--- src/rtl/phase_seq_pkg.sv ---
// Shared types and helpers for the phase sequencer: FSM state encoding,
// pattern word width and the power-on default pattern table contents.
package phase_seq_pkg;

  // Largest supported phase count; bounds the width of default-pattern words.
  localparam int MAX_NPH   = 8;
  localparam int MAX_CFG_W = MAX_NPH + 1;

  typedef enum logic {
    S_IDLE = 1'b0,
    S_RUN  = 1'b1
  } state_t;

  // Pattern word: phase enables in the low bits, accumulator strobe on top.
  function automatic int cfg_w(input int nph);
    return nph + 1;
  endfunction

  // Default table: slot k drives phase (k mod nph), the strobe fires in the
  // second-to-last slot, and the last slot is a quiet all-zero slot.
  function automatic logic [MAX_CFG_W-1:0] default_pat(input int nph, input int slots, input int k);
    logic [MAX_CFG_W-1:0] w;
    w = '0;
    if (k < slots - 1) begin
      w = MAX_CFG_W'(1) << (k % nph);
      if (k == slots - 2) begin
        w = w | (MAX_CFG_W'(1) << nph);
      end
    end
    return w;
  endfunction

endpackage

--- src/rtl/phase_seq_tbl.sv ---
// Pattern table: SLOTS register words, one write port, one combinational
// read port. A read of the slot being written returns the old contents.
module phase_seq_tbl
  import phase_seq_pkg::*;
#(
  parameter  int NPH   = 2,
  parameter  int SLOTS = 4,
  localparam int SW    = $clog2(SLOTS),
  localparam int CW    = cfg_w(NPH)
) (
  input  logic          clk,
  input  logic          rst,
  input  logic          we,
  input  logic [SW-1:0] waddr,
  input  logic [CW-1:0] wdata,
  input  logic [SW-1:0] raddr,
  output logic [CW-1:0] rdata
);

  // Padded to a power of two so every raddr value selects a defined word.
  logic [CW-1:0] words [2**SW];

  genvar gi;
  generate
    for (gi = 0; gi < 2**SW; gi++) begin : g_slot
      if (gi < SLOTS) begin : g_reg
        localparam logic [MAX_CFG_W-1:0] DEF = default_pat(NPH, SLOTS, gi);
        logic [CW-1:0] word_reg;

        // Slot storage: reload default on reset, otherwise take matching writes.
        always_ff @(posedge clk) begin
          if (rst) begin
            word_reg <= DEF[CW-1:0];
          end else if (we && (waddr == SW'(gi))) begin
            word_reg <= wdata;
          end
        end

        assign words[gi] = word_reg;
      end else begin : g_pad
        assign words[gi] = '0;
      end
    end
  endgenerate

  assign rdata = words[raddr];

endmodule

--- src/rtl/phase_seq.sv ---
// Phase sequencer: steps through a programmable pattern table emitting
// registered phase enables and an accumulator strobe, either continuously
// (run) or for a single cycle (step). Length changes take effect only at a
// cycle boundary so a cycle is never truncated.
module phase_seq
  import phase_seq_pkg::*;
#(
  parameter  int NPH   = 2,
  parameter  int SLOTS = 4,
  localparam int SW    = $clog2(SLOTS),
  localparam int CW    = cfg_w(NPH)
) (
  input  logic           in,
  input  logic           rst,
  input  logic           run,
  input  logic           step,
  input  logic           len_we,
  input  logic [SW:0]    len_d,
  input  logic           cfg_we,
  input  logic [SW-1:0]  cfg_addr,
  input  logic [CW-1:0]  cfg_data,
  output logic [NPH-1:0] ph,
  output logic           strobe,
  output logic [SW-1:0]  slot,
  output logic           cycle_done,
  output logic           busy
);

  localparam logic [SW:0] LEN_MIN = (SW+1)'(2);
  localparam logic [SW:0] LEN_MAX = (SW+1)'(SLOTS);

  state_t         state_reg, state_next;
  logic [SW-1:0]  s_reg, s_next;
  logic [SW:0]    len_reg, len_next;
  logic [SW:0]    pend_reg, pend_next;
  logic [NPH-1:0] ph_reg, ph_next;
  logic           strobe_reg, strobe_next;
  logic [SW-1:0]  slot_reg, slot_next;
  logic           done_reg, done_next;
  logic           busy_reg, busy_next;
  logic [CW-1:0]  tbl_rdata;
  logic [SW-1:0]  s_last;

  // Lengths below 2 would make every slot a wrap slot; above SLOTS would
  // index past the table.
  function automatic logic [SW:0] clamp_len(input logic [SW:0] d);
    if (d < LEN_MIN) return LEN_MIN;
    if (d > LEN_MAX) return LEN_MAX;
    return d;
  endfunction

  phase_seq_tbl #(
    .NPH   (NPH),
    .SLOTS (SLOTS)
  ) u_tbl (
    .clk   (in),
    .rst   (rst),
    .we    (cfg_we),
    .waddr (cfg_addr),
    .wdata (cfg_data),
    .raddr (s_reg),
    .rdata (tbl_rdata)
  );

  assign s_last = SW'(len_reg - (SW+1)'(1));

  // Next-state and next-output logic; outputs default to the idle values.
  always_comb begin
    state_next  = state_reg;
    s_next      = s_reg;
    len_next    = len_reg;
    pend_next   = pend_reg;
    ph_next     = '0;
    strobe_next = 1'b0;
    slot_next   = '0;
    done_next   = 1'b0;
    busy_next   = 1'b0;

    if (len_we) begin
      pend_next = clamp_len(len_d);
    end

    case (state_reg)
      S_IDLE: begin
        // Idle tracks the pending length so a start uses the latest request.
        len_next = pend_reg;
        s_next   = '0;
        if (run || step) begin
          // Slot 0 is emitted on the start edge; length >= 2 so it is never last.
          state_next               = S_RUN;
          {strobe_next, ph_next}   = tbl_rdata;
          slot_next                = s_reg;
          busy_next                = 1'b1;
          s_next                   = SW'(1);
        end
      end
      S_RUN: begin
        {strobe_next, ph_next} = tbl_rdata;
        slot_next              = s_reg;
        busy_next              = 1'b1;
        if (s_reg == s_last) begin
          // Wrap: cycle boundary is the only point where length may change
          // and where a dropped run (or a one-shot step) returns to idle.
          done_next = 1'b1;
          s_next    = '0;
          len_next  = pend_reg;
          if (!run) begin
            state_next = S_IDLE;
          end
        end else begin
          s_next = s_reg + SW'(1);
        end
      end
      default: begin
        state_next = S_IDLE;
        s_next     = '0;
      end
    endcase
  end

  // State and registered outputs; reset overrides every other input.
  always_ff @(posedge in) begin
    if (rst) begin
      state_reg  <= S_IDLE;
      s_reg      <= '0;
      len_reg    <= LEN_MAX;
      pend_reg   <= LEN_MAX;
      ph_reg     <= '0;
      strobe_reg <= 1'b0;
      slot_reg   <= '0;
      done_reg   <= 1'b0;
      busy_reg   <= 1'b0;
    end else begin
      state_reg  <= state_next;
      s_reg      <= s_next;
      len_reg    <= len_next;
      pend_reg   <= pend_next;
      ph_reg     <= ph_next;
      strobe_reg <= strobe_next;
      slot_reg   <= slot_next;
      done_reg   <= done_next;
      busy_reg   <= busy_next;
    end
  end

  assign ph         = ph_reg;
  assign strobe     = strobe_reg;
  assign slot       = slot_reg;
  assign cycle_done = done_reg;
  assign busy       = busy_reg;

endmodule

--- config.mk ---
export PLATFORM = sky130hd
export DESIGN_NAME = phase_seq
export DESIGN_NICKNAME = d
export VERILOG_FILES = /design/src/rtl/phase_seq_pkg.sv /design/src/rtl/phase_seq_tbl.sv /design/src/rtl/phase_seq.sv
export SDC_FILE = /design/constraint.sdc
export NUM_CORES = 1
export LEC_CHECK = 0
export BUFFER_PORTS_ARGS = -buffer_cell sky130_fd_sc_hd__buf_2
export CAP_MARGIN = 20
export CORE_ASPECT_RATIO = 0.8
export CORE_MARGIN = 3
export CORE_UTILIZATION = 50
export CTS_BUF_LIST = sky130_fd_sc_hd__clkbuf_16
export CTS_CLUSTER_DIAMETER = 60
export DETAILED_ROUTE_END_ITERATION = 10
export GPL_TIMING_DRIVEN = 0
export PLACE_DENSITY = 0.73
export REMOVE_ABC_BUFFERS = 1
export SKIP_CTS_REPAIR_TIMING = 1
export SYNTH_ARGS = -nofsm -noshare
export SYNTH_HDL_FRONTEND = slang
export SYNTH_HIERARCHICAL = 1
export SYNTH_SLANG_ARGS = --single-unit
--- constraint.sdc ---
create_clock -name in -period 1.85 [get_ports in]
set_input_delay 0.185 -clock in [delete_from_list [all_inputs] [get_ports in]]
set_output_delay 0.185 -clock in [all_outputs]
set_load 0.02 [all_outputs]
==> flow_metrics.env, run 1 <==
export IMPL_num_rows=14
export IMPL_synth_flop_cell="dfxtp_1"
export IMPL_fin_crit_ps=1450
export IMPL_p_leak_uw=0.000563
export IMPL_antenna_left=0
export IMPL_core_area_sq_um=2000
export IMPL_r2r_end="len_reg[0]"
export IMPL_fin_area_sq_um=1330
export IMPL_hold_depth=2
export IMPL_max_cap_viol_count=0
export IMPL_clock_sinks=26
export IMPL_grt_pass1_vias=742
export IMPL_cp_arrival_ps=1600
export IMPL_max_freq_ghz=0.692
export IMPL_routedWlPerCell_um=13.2
export IMPL_cp_start_kind="register"
export IMPL_cts_root_buf="clkbuf_16"
export IMPL_dp_hpwl_um=1500
export IMPL_synthTopCellsByArea="dfxtp_1, mux2i_1, nand2b_1"
export IMPL_rsz0062_at_grt="no"
export IMPL_power_density_nw_per_um2=1020
export IMPL_cts_clk_slew_worst_paths_ps=60
export IMPL_ys_seq_area_share_pct=46.3
export IMPL_drive_gt1_share_pct=25.0
export IMPL_start_util_pct=56.3
export IMPL_drt_initial_drc_count=12
export IMPL_syn_inst=111
export IMPL_io_pins=21
export IMPL_numCtsBuffers=3
export IMPL_crit_path_max_fanout=11
export IMPL_grt_start_max_net_pins=25
export IMPL_synth_edf_count=0
export IMPL_setup_tns_ps=0
export IMPL_fin_nets=143
export IMPL_r2r_cells=4
export IMPL_synth_avg_cell_area_sq_um=10.1
export IMPL_yosysTopAreaCell="dfxtp_1"
export IMPL_largest_reg_flops=12
export IMPL_slowest_stage="dfxtp_1"
export IMPL_holdCritPathClass="in2reg"
export IMPL_outcome="finished, final reports clean"
export IMPL_cp_required_ps=2010
export IMPL_grt_antenna_before_repair=0
export IMPL_skew_ps=2.99
export IMPL_ff2ff_setup_slack_ps=400
export IMPL_grt_first_pass_wirelength_um=3390
export IMPL_drc=0
export IMPL_gp_congestion=0.713
export IMPL_async_flop_share_pct=0
export IMPL_dieWidth_um=59
export IMPL_cpPeakStageDelay_ps=610
export IMPL_synth_seq_cells=26
export IMPL_portBuffers=20
export IMPL_antennaDiodeCount=0
export IMPL_clkLatencyLatePin_ps=260
export IMPL_synth_warnings=6
export IMPL_vias=822
export IMPL_n_fill_cell=163
export IMPL_die_area_sq_um=2860
export IMPL_fin_crit_sh_pct=78.1
export IMPL_synth_cell_types=30
export IMPL_htree_levels=1
export IMPL_clockBufferDepth=2
export IMPL_viasPerCell=5.41
export IMPL_cts_tree="done"
export IMPL_reg2reg_from="s_reg[1]"
export IMPL_synth_commonest_cells="dfxtp_1, nand2b_1, mux2i_1, nor2_1, and2_1"
export IMPL_min_delay_start="len_d[2]"
export IMPL_dr_pass1_iters=4
export IMPL_worst_pin_slew_ps=466
export IMPL_synth_most_common_cell="dfxtp_1"
export IMPL_cp_end_kind="register"
export IMPL_critical_path_cell_chain="xnor2_1 > nand2b_1 > a21oi_1 > a2111oi_2"
export IMPL_die_h_um=48.4
export IMPL_wl_um=2010
export IMPL_placed_cell_area_sq_um=1220
export IMPL_worst_setup_path_type="reg2reg"
export IMPL_finalMaxSlewViolations=0
export IMPL_whs_endpoint="pend_reg[1]"
export IMPL_post_synth_top_area_fraction_pct=46.3
export IMPL_ir_drop_mv=0.945
export IMPL_area_growth_pct=17.9
export IMPL_syn_cell_area_sq_um=1120
export IMPL_setup_violations=0
export IMPL_maxSlewHeadroom_pct=68.9
export IMPL_grt_ovfl_total=0
export IMPL_grt_usage_pct=15.3
export IMPL_hold_viol_final=0
-- cells by family (layout without fill, tap and decap cells) --
family / Yosys count / count (layout) / share of synthesized area (%)
xor+xnor: 2 / 2 / 1.56
mux: 16 / 16 / 17.6
flops: 26 / 26 / 46.3
simple gates: 44 / 44 / 22.2
buf+inv: 10 / 27 / 4.01
compound gates: 13 / 13 / 8.35
-- metrics by stage --
| step | power [uW] | hold WS [ps] | instances | worst slack (ps) | utilization (%) |
|---|---|---|---|---|---|
| after detailed placement | 744 | 401 | 148 | 417 | 61.1 |
| after global routing | 1400 | 128 | 152 | 175 | 66.4 |
| after floorplan | 696 | 254 | 104 | 559 | - |
| after CTS | 1360 | 128 | 152 | 384 | 66.4 |
| final | 1350 | 128 | 152 | 405 | 66.4 |
| after global placement | 738 | 378 | 148 | 436 | 61.1 |
-- critical path, delay by kind of cell, from the launching register on --
kind | cells | cell delay [ps]
DFF | 1 | 610
and+or+nand+nor | 1 | 140
xor gates and xnor gates | 1 | 170
AOI/OAI and AO/OA | 2 | 430
-- layout by cell type, fill, tap and decap left out, types with 2 or more instances in the layout --
| cell | n |
|---|---|
| xnor2_1 | 2 |
| mux4_2 | 3 |
| nand2b_1 | 14 |
| and2_1 | 6 |
| buf_2 | 20 |
| clkbuf_16 | 3 |
| mux2i_1 | 13 |
| a211oi_1 | 2 |
| and3b_2 | 2 |
| nand2_1 | 2 |
| a21oi_1 | 4 |
| dfxtp_1 | 26 |
| inv_1 | 2 |
| nor2_1 | 13 |
-- layer usage --
metal,vias to the layer above,GRT usage (%),wire (um)
met3,2,5.59,97
met4,0,3.40,7
met2,19,23.9,934
met1,386,20.1,967
li1,415,-,-
met5,-,0,0
-- where the power goes --
part           internal (uW)  leakage [uW]  switching [uW]
sequential               585      0.000213            23.6
combinational           61.0      0.000300            61.5
clock                    430     0.0000511             184
-- worst max path at each step --
stage | start | endpoint | slack (ps) | depth (start not counted)
2_1_floorplan | s_reg[1] | ph[0] | 560 | 2
3_3_place_gp | s_reg[1] | ph[0] | 440 | 2
3_5_place_dp | s_reg[1] | ph[0] | 420 | 2
5_1_grt | s_reg[1] | len_reg[0] | 170 | 4
6_report | s_reg[1] | len_reg[0] | 400 | 4
4_1_cts | s_reg[1] | len_reg[0] | 380 | 4
-- layout make-up --
| type | instances | area [sq um] | share of cell area, % |
|---|---|---|---|
| clock buffers | 3 | 75.1 | 5.67 |
| clock inverters | 1 | 30.0 | 2.27 |
| well taps | 24 | 30.0 | 2.27 |
| inverters | 3 | 11.3 | 0.850 |
| repair buffers | 20 | 100 | 7.55 |
| multi-input cells | 75 | 558 | 42.1 |
| flip-flops and latches | 26 | 520 | 39.3 |
(Power assumes the default switching activity.)
==> run 2: changes to the inputs <==
Settings changed: CORE_UTILIZATION 50 to 48.
Clock period 1.85 ns to 1.3 ns, I/O delays scaled along.
==> flow_metrics.env, run 2 (synthesized netlist as in run 1, its figures left out) <==
export IMPL_outcome="finished, final reports clean"
export IMPL_ir_drop_mv=1.36
export IMPL_setup_tns_ps=0
export IMPL_vias=816
export IMPL_hold_viol_final=0
export IMPL_clkPwrFrac_pct=45.4
export IMPL_fin_crit_sh_pct=95.4
export IMPL_grt_antenna_before_repair=0
export IMPL_die_area_sq_um=2960
export IMPL_placed_cell_area_sq_um=1220
export IMPL_cp_end_kind="register"
export IMPL_start_util_pct=51.2
export IMPL_holdCritPathClass="in2reg"
export IMPL_p_int_uw=1530
export IMPL_setup_violations=0
export IMPL_fin_crit_ps=1240
export IMPL_drive_gt1_share_pct=27.3
export IMPL_grt_util_met3_pct=6.61
export IMPL_grt_pass1_vias=817
export IMPL_dieWidth_um=60.1
export IMPL_core_area_sq_um=2200
export IMPL_grt_busiest_layer="met2"
export IMPL_worst_setup_path_type="reg2reg"
export IMPL_fin_area_sq_um=1330
export IMPL_cp_required_ps=1450
export IMPL_pwr_share_seq_pct=45.5
export IMPL_n_fill_cell=180
export IMPL_gp_congestion=0.716
export IMPL_holdWs_ps=76.1
export IMPL_grt_usage_pct=15.6
export IMPL_grt_ovfl_total=0
export IMPL_viasPerCell=5.33
export IMPL_fin_nets=143
export IMPL_antennaDiodeCount=0
export IMPL_grt_start_max_net_pins=25
export IMPL_max_freq_ghz=0.806
export IMPL_htree_levels=1
export IMPL_drt_initial_drc_count=7
export IMPL_clkLatencyLatePin_ps=260
export IMPL_worst_pin_slew_ps=371
export IMPL_regArea_sq_um=527
export IMPL_power_density_nw_per_um2=1430
export IMPL_routedWlPerCell_um=13.4
export IMPL_num_rows=15
export IMPL_cp_start_kind="register"
export IMPL_rsz0062_at_grt="no"
export IMPL_wl_um=2060
export IMPL_io_pins=21
export IMPL_pre_cts_ws_ps=-168
export IMPL_largest_reg_flops=12
export IMPL_drc=0
export IMPL_crit_path_max_fanout=12
export IMPL_die_h_um=49.3
export IMPL_cp_arrival_ps=1400
export IMPL_cts_tree="done"
export IMPL_cts_clk_slew_worst_paths_ps=60
export IMPL_grt_first_pass_wirelength_um=3480
export IMPL_area_growth_pct=18.6
export IMPL_dr_pass1_iters=4
export IMPL_switchingPower_uw=376
export IMPL_antenna_left=0
export IMPL_multi_input_area_sq_um=558
export IMPL_max_cap_viol_count=0
export IMPL_clock_sinks=26
export IMPL_p_leak_uw=0.000564
export IMPL_setup_slack_ps=59.5
export IMPL_layout_common_cells="dfxtp_1, buf_2, nand2b_1"
export IMPL_skew_ps=4.93
export IMPL_portBuffers=20
export IMPL_finalMaxSlewViolations=0
export IMPL_cts_root_buf="clkbuf_16"
export IMPL_clockBufferDepth=2
export IMPL_sw_frac_of_total_pct=19.7
export IMPL_numCtsBuffers=3
export IMPL_power_frac_comb_pct=9.0
export IMPL_dpl_cell_count=149
export IMPL_grtUsageMet1_pct=18.5
export IMPL_gr_usage_met2_pct=25.7
export IMPL_maxSlewHeadroom_pct=75.3
export IMPL_dp_hpwl_um=1540
export IMPL_final_common_cell="dfxtp_1"
export IMPL_final_cells=153
[run 2: changes by cell type in the layout (fill, tap and decap cells not counted)]
cell,previous run,this run
dfxtp_4,0,1
dfxtp_2,0,2
dfxtp_1,26,23
[run 2: final cells by class]
class | count | area share (%)
clock buffers | 3 | 5.63
clock inverters | 1 | 2.25
inverters | 3 | 0.845
flip-flops and latches | 26 | 39.5
multi-input cells | 75 | 41.9
repair buffers | 20 | 7.51
well taps | 25 | 2.35
[run 2: critical path, stage by stage (launching register included)]
cell	delay, ps
dfxtp_2	470
mux4_2	520
and2_1	140
[run 2: path summary, 6_finish.rpt]
check	startpoint	endpoint	slack, ps	cells after the start
setup reg to reg	s_reg[0]	strobe	60	2
hold / removal	len_d[2]	pend_reg[1]	80	2
setup / recovery	s_reg[0]	strobe	60	2
hold reg to reg	u_tbl/g_slot[1].g_reg.word_reg[2]	u_tbl/g_slot[1].g_reg.word_reg[2]	480	2
[run 2: power groups by stage]
stage | combinational (uW) | sequential (uW) | clock, uW
2_1_floorplan | 98.7 | 891 | 0
3_3_place_gp | 167 | 882 | 0
3_5_place_dp | 174 | 886 | 0
4_1_cts | 174 | 868 | 888
5_1_grt | 192 | 873 | 924
6_report | 172 | 869 | 867
[run 2: metrics by stage]
| stage | total power (uW) | util, % |
|---|---|---|
| finish | 1910 | 60.7 |
| global route | 1990 | 60.7 |
| CTS | 1930 | 60.4 |
| detailed placement | 1060 | 55.6 |
| global placement | 1050 | 55.6 |
| floorplan | 990 | - |
[run 2: routing by layer]
layer / vias up / share of wire, %
met5: - / 0
met1: 369 / 44
met3: 6 / 5.8
met4: 0 / 1.8
li1: 417 / -
met2: 24 / 49
==> run 3: changes to the inputs <==
Settings changed: CORE_UTILIZATION 48 to 50.
Clock period 1.3 ns to 1.6 ns, I/O delays scaled along.
==> flow_metrics.env, run 3 (synthesized netlist as in run 1, its figures left out) <==
export IMPL_holdCritPathClass="in2reg"
export IMPL_vias=822
export IMPL_cts_clk_slew_worst_paths_ps=60
export IMPL_area_growth_pct=18.0
export IMPL_critical_path_cell_chain="mux4_2 > and2_1"
export IMPL_cp_end_kind="register"
export IMPL_hold_viol_final=0
export IMPL_max_cap_viol_count=0
export IMPL_routedWlPerCell_um=13.2
export IMPL_core_area_sq_um=2000
export IMPL_skew_ps=2.99
export IMPL_maxSlewHeadroom_pct=70.6
export IMPL_p_leak_uw=0.000564
export IMPL_rsz0062_at_grt="no"
export IMPL_setup_slack_ps=195
export IMPL_drc=0
export IMPL_drive_gt1_share_pct=25.8
export IMPL_layout_common_cells="dfxtp_1, buf_2, nand2b_1"
export IMPL_grt_pass1_vias=742
export IMPL_cts_tree="done"
export IMPL_outcome="finished, final reports clean"
export IMPL_clockBufferDepth=2
export IMPL_io_pins=21
export IMPL_dieWidth_um=59
export IMPL_ff2ff_setup_slack_ps=200
export IMPL_antennaDiodeCount=0
export IMPL_fin_crit_ps=1400
export IMPL_viasPerCell=5.41
export IMPL_clkLatencyLatePin_ps=260
export IMPL_cp_start_kind="register"
export IMPL_grt_antenna_before_repair=0
export IMPL_cp_startpoint="s_reg[0]"
export IMPL_htree_levels=1
export IMPL_crit_path_max_fanout=12
export IMPL_fin_nets=143
export IMPL_fin_area_sq_um=1330
export IMPL_setup_tns_ps=0
export IMPL_die_area_sq_um=2860
export IMPL_pre_cts_ws_ps=167
export IMPL_start_util_pct=56.3
export IMPL_drt_initial_drc_count=12
export IMPL_cp_arrival_ps=1560
export IMPL_wl_um=2010
export IMPL_dp_hpwl_um=1500
export IMPL_largest_reg_flops=12
export IMPL_worst_setup_path_type="reg2reg"
export IMPL_max_freq_ghz=0.712
export IMPL_holdWs_ps=103
export IMPL_grt_first_pass_wirelength_um=3390
export IMPL_clock_sinks=26
export IMPL_r2r_end="strobe"
export IMPL_placed_cell_area_sq_um=1220
export IMPL_reg2reg_from="s_reg[0]"
export IMPL_grt_ovfl_total=0
export IMPL_cp_required_ps=1750
export IMPL_fin_crit_sh_pct=87.8
export IMPL_endpoint="strobe"
export IMPL_dr_pass1_iters=4
export IMPL_n_fill_cell=162
export IMPL_die_h_um=48.4
export IMPL_cpPeakStageDelay_ps=590
export IMPL_setup_violations=0
export IMPL_cts_root_buf="clkbuf_16"
export IMPL_r2r_cells=2
export IMPL_grt_start_max_net_pins=25
export IMPL_slowest_stage="dfxtp_1"
export IMPL_gp_congestion=0.713
export IMPL_num_rows=14
export IMPL_power_density_nw_per_um2=1170
export IMPL_grt_usage_pct=15.3
export IMPL_worst_pin_slew_ps=441
export IMPL_hold_depth=2
export IMPL_finalMaxSlewViolations=0
export IMPL_antenna_left=0
export IMPL_numCtsBuffers=3
export IMPL_portBuffers=20
export IMPL_ir_drop_mv=1.10
export IMPL_final_common_cell="dfxtp_1"
==> run 3: changes by cell type in the layout (fill, tap and decap cells not counted) <==
| cell | delta |
|---|---|
| dfxtp_1 | +2 |
| dfxtp_4 | -1 |
| dfxtp_2 | -1 |
==> run 3: worst min path at each step <==
stage,start,end,slack (ps)
after floorplan,rst,len_reg[0],230
after global placement,len_d[2],pend_reg[1],350
after detailed placement,len_d[2],pend_reg[1],380
after CTS,len_d[2],pend_reg[1],100
after global routing,len_d[2],pend_reg[1],100
final,len_d[2],pend_reg[1],100
==> run 3: report_power, final <==
group	switching [uW]	internal [uW]
registers	27.3	677
logic	71.1	70.5
clock network	213	497
total	311	1240
==> run 3: area by class of cell <==
class	count	area, sq um	area share [%]
clock inverters	1	30.0	2.26
well taps	24	30.0	2.26
flip-flops and latches	26	522	39.3
multi-input cells	75	558	42.1
repair buffers	20	100	7.55
clock buffers	3	75.1	5.66
inverters	3	11.3	0.849
==> run 3: metal layers <==
layer	track usage, %	share of wire, %
met2	23.9	47
met1	20.1	48
met3	5.59	4.8
met5	0	0
met4	3.40	0.35
==> run 3: metrics by stage <==
step	instances	power [uW]	utilization [%]
after floorplan	104	804	-
after global placement	148	853	61.1
after detailed placement	148	861	61.1
after CTS	152	1570	66.4
after global routing	152	1620	66.4
final	152	1560	66.4
==> run 3: worst max-delay path, delay by kind of cell (launching register included) <==
| kind | cells | cell delay, ps |
|---|---|---|
| DFF | 1 | 590 |
| muxes | 1 | 560 |
| and+or+nand+nor | 1 | 150 |
